## src/rtl/hazard_forward_unit.sv

```systemverilog
// Decode-stage bypass/interlock controller: per-port operand forwarding, pending-load scoreboard and HI/LO busy countdown.
// Optional stall performance counter is built only when HAZARD_PERF_EN is defined.
module hazard_forward_unit #(
  parameter int NSTAGE  = 2,
  parameter int NREAD   = 2,
  parameter int DW      = 32,
  parameter int MDU_LAT = 4
) (
  input  logic                        clk,
  input  logic                        reset,
  input  logic                        d_valid,
  input  logic [NREAD-1:0][4:0]       ra,
  input  logic [NREAD-1:0][DW-1:0]    rf_rd,
  output logic [NREAD-1:0][DW-1:0]    fwd_rd,
  input  logic [NSTAGE-1:0][4:0]      st_regw,
  input  logic [NSTAGE-1:0][DW-1:0]   st_val,
  input  logic [NSTAGE-1:0]           st_notready,
  input  logic                        ld_issue,
  input  logic [4:0]                  ld_rd,
  input  logic                        ld_done,
  input  logic [4:0]                  ld_done_rd,
  input  logic [DW-1:0]               ld_data,
  input  logic                        mdu_start,
  input  logic                        hilo_use,
  output logic                        stall,
  output logic                        mdu_busy,
  output logic [31:0]                 pending,
  output logic [31:0]                 stall_cnt
);

  localparam int CW = $clog2(MDU_LAT + 1);

  logic [31:0]      pend_q, pend_d;
  logic [CW-1:0]    mdu_cnt_q, mdu_cnt_d;
  logic [NREAD-1:0] port_stall;

  // Youngest matching stage wins, then the returning load, then the scoreboard, then the register file.
  always_comb begin : fwd_mux
    logic hit;
    fwd_rd     = '0;
    port_stall = '0;
    hit        = 1'b0;
    for (int p = 0; p < NREAD; p++) begin
      hit = 1'b0;
      if (ra[p] != 5'd0) begin
        for (int i = 0; i < NSTAGE; i++) begin
          if (!hit && (st_regw[i] == ra[p])) begin
            hit = 1'b1;
            if (st_notready[i]) begin
              port_stall[p] = 1'b1;
            end else begin
              fwd_rd[p] = st_val[i];
            end
          end
        end
        if (!hit) begin
          if (ld_done && (ld_done_rd == ra[p])) begin
            fwd_rd[p] = ld_data;
          end else if (pend_q[ra[p]]) begin
            port_stall[p] = 1'b1;
          end else begin
            fwd_rd[p] = rf_rd[p];
          end
        end
      end
    end
  end

  assign mdu_busy = (mdu_cnt_q != '0);
  assign stall    = d_valid && ((|port_stall) || (hilo_use && mdu_busy));
  assign pending  = pend_q;

  // A new issue to the same register outranks the clear of the older returning load.
  always_comb begin
    pend_d = pend_q;
    if (ld_done) begin
      pend_d[ld_done_rd] = 1'b0;
    end
    if (ld_issue && (ld_rd != 5'd0)) begin
      pend_d[ld_rd] = 1'b1;
    end
    pend_d[0] = 1'b0;
  end

  always_comb begin
    mdu_cnt_d = mdu_cnt_q;
    if (mdu_start) begin
      mdu_cnt_d = CW'(MDU_LAT);
    end else if (mdu_cnt_q != '0) begin
      mdu_cnt_d = mdu_cnt_q - CW'(1);
    end
  end

  always_ff @(posedge clk or posedge reset) begin
    if (reset) begin
      pend_q    <= '0;
      mdu_cnt_q <= '0;
    end else begin
      pend_q    <= pend_d;
      mdu_cnt_q <= mdu_cnt_d;
    end
  end

`ifdef HAZARD_PERF_EN
  logic [31:0] stall_cnt_q, stall_cnt_d;

  always_comb begin
    stall_cnt_d = stall_cnt_q;
    if (stall && (stall_cnt_q != 32'hFFFF_FFFF)) begin
      stall_cnt_d = stall_cnt_q + 32'd1;
    end
  end

  always_ff @(posedge clk or posedge reset) begin
    if (reset) begin
      stall_cnt_q <= '0;
    end else begin
      stall_cnt_q <= stall_cnt_d;
    end
  end

  assign stall_cnt = stall_cnt_q;
`else
  assign stall_cnt = '0;
`endif

endmodule
```

## config.mk

```make
export PLATFORM = sky130hd
export DESIGN_NAME = hazard_forward_unit
export DESIGN_NICKNAME = d
export VERILOG_FILES = /design/src/rtl/hazard_forward_unit.sv
export SDC_FILE = /design/constraint.sdc
export NUM_CORES = 1
export LEC_CHECK = 0
export ABC_CLOCK_PERIOD_IN_PS = 4400
export BUFFER_PORTS_ARGS = -buffer_cell sky130_fd_sc_hd__buf_2
export CAP_MARGIN = 20
export CORE_AREA = 2 2 129 131
export CTS_BUF_LIST = sky130_fd_sc_hd__clkbuf_8 sky130_fd_sc_hd__clkbuf_16
export DETAILED_ROUTE_END_ITERATION = 7
export DIE_AREA = 0 0 131 133
export GPL_TIMING_DRIVEN = 1
export HOLD_SLACK_MARGIN = 0.05
export PLACE_DENSITY = 0.67
export SYNTH_ARGS = -nofsm -noshare
export SYNTH_HDL_FRONTEND = slang
export SYNTH_SLANG_ARGS = --single-unit
```

## constraint.sdc

```tcl
create_clock -name clk -period 4.4 [get_ports clk]
set_clock_uncertainty 0.1 [all_clocks]
set_input_delay 0.44 -clock clk [delete_from_list [all_inputs] [get_ports clk]]
set_output_delay 0.44 -clock clk [all_outputs]
set_load 0.02 [all_outputs]
```

==> results.md <==
Power and ir drop:
- In this run the power density over the cells is 307.2 mW/mm2.
- The cell leakage power is 3.180 nW.
- The worst supply voltage drop on vdd is 0.3082 mV.

Floorplanning:
- The number of primary I/O pins is 329.
- The die is 133 um tall.
- The area enclosed by the die boundary is 0.01742 mm2.
- The die extent in x is 131 um.
- The floorplan has 47 rows.
- The effective utilization at floorplan is 32.66%.
- The core area is 0.01617 mm2.

Clock tree:
- The tree built by TritonCTS fans out to 34 sinks.
- The number of setup buffers added after CTS is 0.
- Clock latency on the worst-skew pair, taken at its later pin, is 0.28 ns.
- The TritonCTS clock tree is yes.
- The count of instances resized after the clock tree is built is 0.
- No sink is reached through more buffers than the 2 on the longest clock path.
- The cell at the root of the clock tree is sky130_fd_sc_hd__clkbuf_16.
- Counting the buffers created by CTS gives 5.
- The H-tree was split into 2 levels.
- After clock tree synthesis, the clock-pin slew on the worst setup and hold paths is 0.05 ns.
- For this design, the CTS-stage hold fixing added 0 buffers.

Min path:
- The path type of the worst min-delay path is input port to asynchronous set/reset pin.

Routing:
- In the detailed route, the total length drawn on met2 is 10.68 mm.
- The residual antenna-violating net count after detailed routing is 0.
- Summing over every cut layer, the via total after detailed routing is 6,317.
- The detailed-route wire length is 22.61 mm.
- The number of remaining DRC errors is 0.
- The via count normalized by instance count is 5.566.
- The routed wire length per instance is 19.92 um.
- The initial DRC count is 405.
- The detailed-route wire length on metal 1 is 8.579 mm.
- The detailed-router iteration count before antenna repair is 5.
- The highest layer used for signal routing is met5.
- The met3 wirelength from detailed routing is 2.363 mm.

Yosys:
- The number of standard cells after synthesis is 647.
- Among all cell types in the netlist, the one instantiated most often is sky130_fd_sc_hd__o21ai_0.
- Counting instances in the post-synthesis netlist gives the leading cell types as sky130_fd_sc_hd__o21ai_0 (124), sky130_fd_sc_hd__inv_1 (73), sky130_fd_sc_hd__a22oi_1 (66).
- The count of unique library cells instantiated by Yosys is 53.
- The post-synthesis sequential element count is 34.
- After synthesis, the largest area contributor takes up 17.06% of total cell area.
- The cell type with the largest total area after synthesis is sky130_fd_sc_hd__a221oi_2.
- The sequential element share of the synthesized area is 16.11%.
- The cell area that synthesis handed to floorplanning was 0.005281 mm2.
- In this run the mean area of a mapped cell was 8.163 um2.
- Yosys printed 0 warnings.
- By area the synthesized netlist is led by sky130_fd_sc_hd__a221oi_2 (17%), sky130_fd_sc_hd__dfrtp_1 (16%), sky130_fd_sc_hd__o21ai_0 (12%), sky130_fd_sc_hd__a22oi_1 (9.4%), sky130_fd_sc_hd__buf_4 (5.7%).
- The commonest register cell after synthesis is sky130_fd_sc_hd__dfrtp_1.
- The count of flip-flops with a built-in enable after synthesis is 0.
- In the synthesized netlist the async set-or-reset flop fraction comes to 100.0%.

Cells and area:
- The layout overhead on the synthesized area is 31.06%.
- Of the cells placed in the final design, the portion with a size suffix greater than 1 is 44.37%.
- Measured on the finished design, the core utilization comes to 42.80%.
- At the end of the flow, the number of nets in the layout was 1,106.

STA:
- Setup repair after global routing left no endpoint under its margin.
- The maximum operating frequency is 284.9 MHz.
- Adding up every negative setup slack in the final design gives 0 ns.
- The final-report max-slew violation count is 0.
- The minimum clock period after layout is 3.510 ns.
- On the final layout, the worst hold slack is 0.1440 ns.
- The worst pin sits at a relative slew slack of 57.59%.
- The final critical path takes up 79.77% of the cycle.
- For the pin with the worst max-slew slack, the measured transition is 0.6295 ns.
- The final hold violation count is 0.
- Setup violations remaining at the end of the flow were counted as 0.

GRT:
- Entering global routing, the biggest net connects 35 pins.
- Global routing used 24.61% of the available tracks.
- The via count of the first global-routing pass came to 5,774.
- The number of antenna violations at the first check in global routing is 11.
- The first global-routing pass estimated 33.36 mm of wire.
- The total overflow reported by the global router is 0.

Placed design:
- The final estimated routing congestion in global placement is 0.8839.
- Once detailed placement completed, the half-perimeter wirelength came to 17.55 mm.
- The count of port buffers added during placement is 295.

Worst setup path:
- The data arrival at the endpoint of the critical path is 2.97 ns.
- The signal on the critical path passes through buf_2 -> mux4_2 -> o2111ai_2 -> o311ai_4 -> o21a_2 -> a221oi_2 -> buf_2.
- The depth of the worst register-to-register path is 5.
- The critical path starts at ra[6].
- Data on the critical path is required at its endpoint by 3.86 ns.
- In this run the register-to-register setup slack is 3.06 ns.
- The worst setup path is launched from an input port.
- Along the worst path, the maximum fanout reaches 16.
- The termination of the worst setup path is fwd_rd[34].
- In this design, the stage delay of the slowest critical-path cell is 0.58 ns.
- In this run the critical register-to-register path is captured at mdu_cnt_q[1].
- The sort of element at the end of the critical path is a primary output.
- The critical path is of the input port to primary output type.
- The startpoint of the worst register-to-register path is mdu_cnt_q[0].
- The slowest stage of the critical path is the sky130_fd_sc_hd__mux4_2 cell.
- The cell with the most instances on the worst path is sky130_fd_sc_hd__buf_2.

Outcome:
- The run finished with clean final reports.

Flow run:
- The number of max-cap violations is 0.
[final cells by class]
| type | instances | area [um2] |
|---|---|---|
| antenna | 9 | 22.52 |
| timing repair buffer | 310 | 1627 |
| clock buffer | 6 | 138.9 |
| tap | 220 | 275.3 |
| inverter | 73 | 274.0 |
| fill | 1634 | 9250 |
| clock inverter | 2 | 8.758 |
| multi-input combinational | 481 | 3725 |
| sequential | 34 | 850.8 |
[kinds of logic (layout without fill, tap and decap cells)]
logic type                 Yosys count  count (layout)  share of synthesized area (%)
other                                1              42                        0.07101
and+or+nand+nor                    115             115                          12.67
adders and majority gates            2               2                         0.4737
xor gates and xnor gates            31              31                          5.141
buffers and inverters              164             391                          16.04
muxes                               22              22                          6.444
AOI/OAI and AO/OA                  278             278                          43.05
DFF                                 34              34                          16.11
[sequential cells by signal, summed over array words and instances, names as in the netlist]
register   count
mdu_cnt_q      3
pending       31
[critical path: cells and delay by family]
family	cells	cell delay [ns]
compound gates	4	1.33
buf+inv	2	0.61
mux	1	0.58
[cells in the final DEF, fill, tap and decap left out, types with 4 or more instances in the layout]
cell type                   Yosys  routed
sky130_fd_sc_hd__a221oi_2      60      60
sky130_fd_sc_hd__nor2_1        12      12
sky130_fd_sc_hd__xor2_1        26      26
sky130_fd_sc_hd__buf_2         17     295
sky130_fd_sc_hd__diode_2        0       9
sky130_fd_sc_hd__clkbuf_16      0       5
sky130_fd_sc_hd__mux4_2         9       9
sky130_fd_sc_hd__nand3_1       11      11
sky130_fd_sc_hd__inv_1         73      74
sky130_fd_sc_hd__and3_1         4       4
sky130_fd_sc_hd__nand2_1       14      14
sky130_fd_sc_hd__nor2b_1       36      36
sky130_fd_sc_hd__buf_4         40      12
sky130_fd_sc_hd__nor3_1         8       8
sky130_fd_sc_hd__a22oi_1       66      66
sky130_fd_sc_hd__o21ai_0      124     124
sky130_fd_sc_hd__or3b_2         4       4
sky130_fd_sc_hd__nand3b_1      11      11
sky130_fd_sc_hd__xnor2_1        5       5
sky130_fd_sc_hd__conb_1         1      33
sky130_fd_sc_hd__mux2i_1       10      10
sky130_fd_sc_hd__dfrtp_1       34      34
[routing by layer]
layer	vias up	track usage, %
li1	2876	-
met1	2961	30.42
met2	406	40.13
met3	70	6.349
met4	4	10.70
met5	-	0
[worst min path at each step]
stage	to	slack [ns]	cells past startpoint
2_1_floorplan	mdu_cnt_q[2]	0.34	1
3_3_place_gp	mdu_cnt_q[2]	0.36	1
3_5_place_dp	mdu_cnt_q[2]	0.37	1
4_1_cts	mdu_cnt_q[2]	0.16	3
5_1_grt	mdu_cnt_q[2]	0.21	3
6_report	mdu_cnt_q[0]	0.14	3
[report_power, final]
part | internal, mW | total, mW | leakage (nW) | switching (mW)
combinational | 0.497 | 1.29 | 2.69 | 0.797
sequential | 0.392 | 0.484 | 0.416 | 0.0916
clock | 0.222 | 0.349 | 0.0781 | 0.127
[per-stage QoR]
stage / total power [mW] / worst slack, ns / area, um2 / cells
final: 2.127 / 0.8903 / 6922 / 1135
after global routing: 2.249 / 0.8165 / 6914 / 1132
after CTS: 2.121 / 0.9305 / 6899 / 1126
after detailed placement: 1.774 / 0.9379 / 6751 / 1118
after global placement: 1.757 / 1.036 / 6751 / 1118
after floorplan: 1.357 / 1.557 / 5401 / 679
Note: power is estimated with default switching activity, not from simulation.
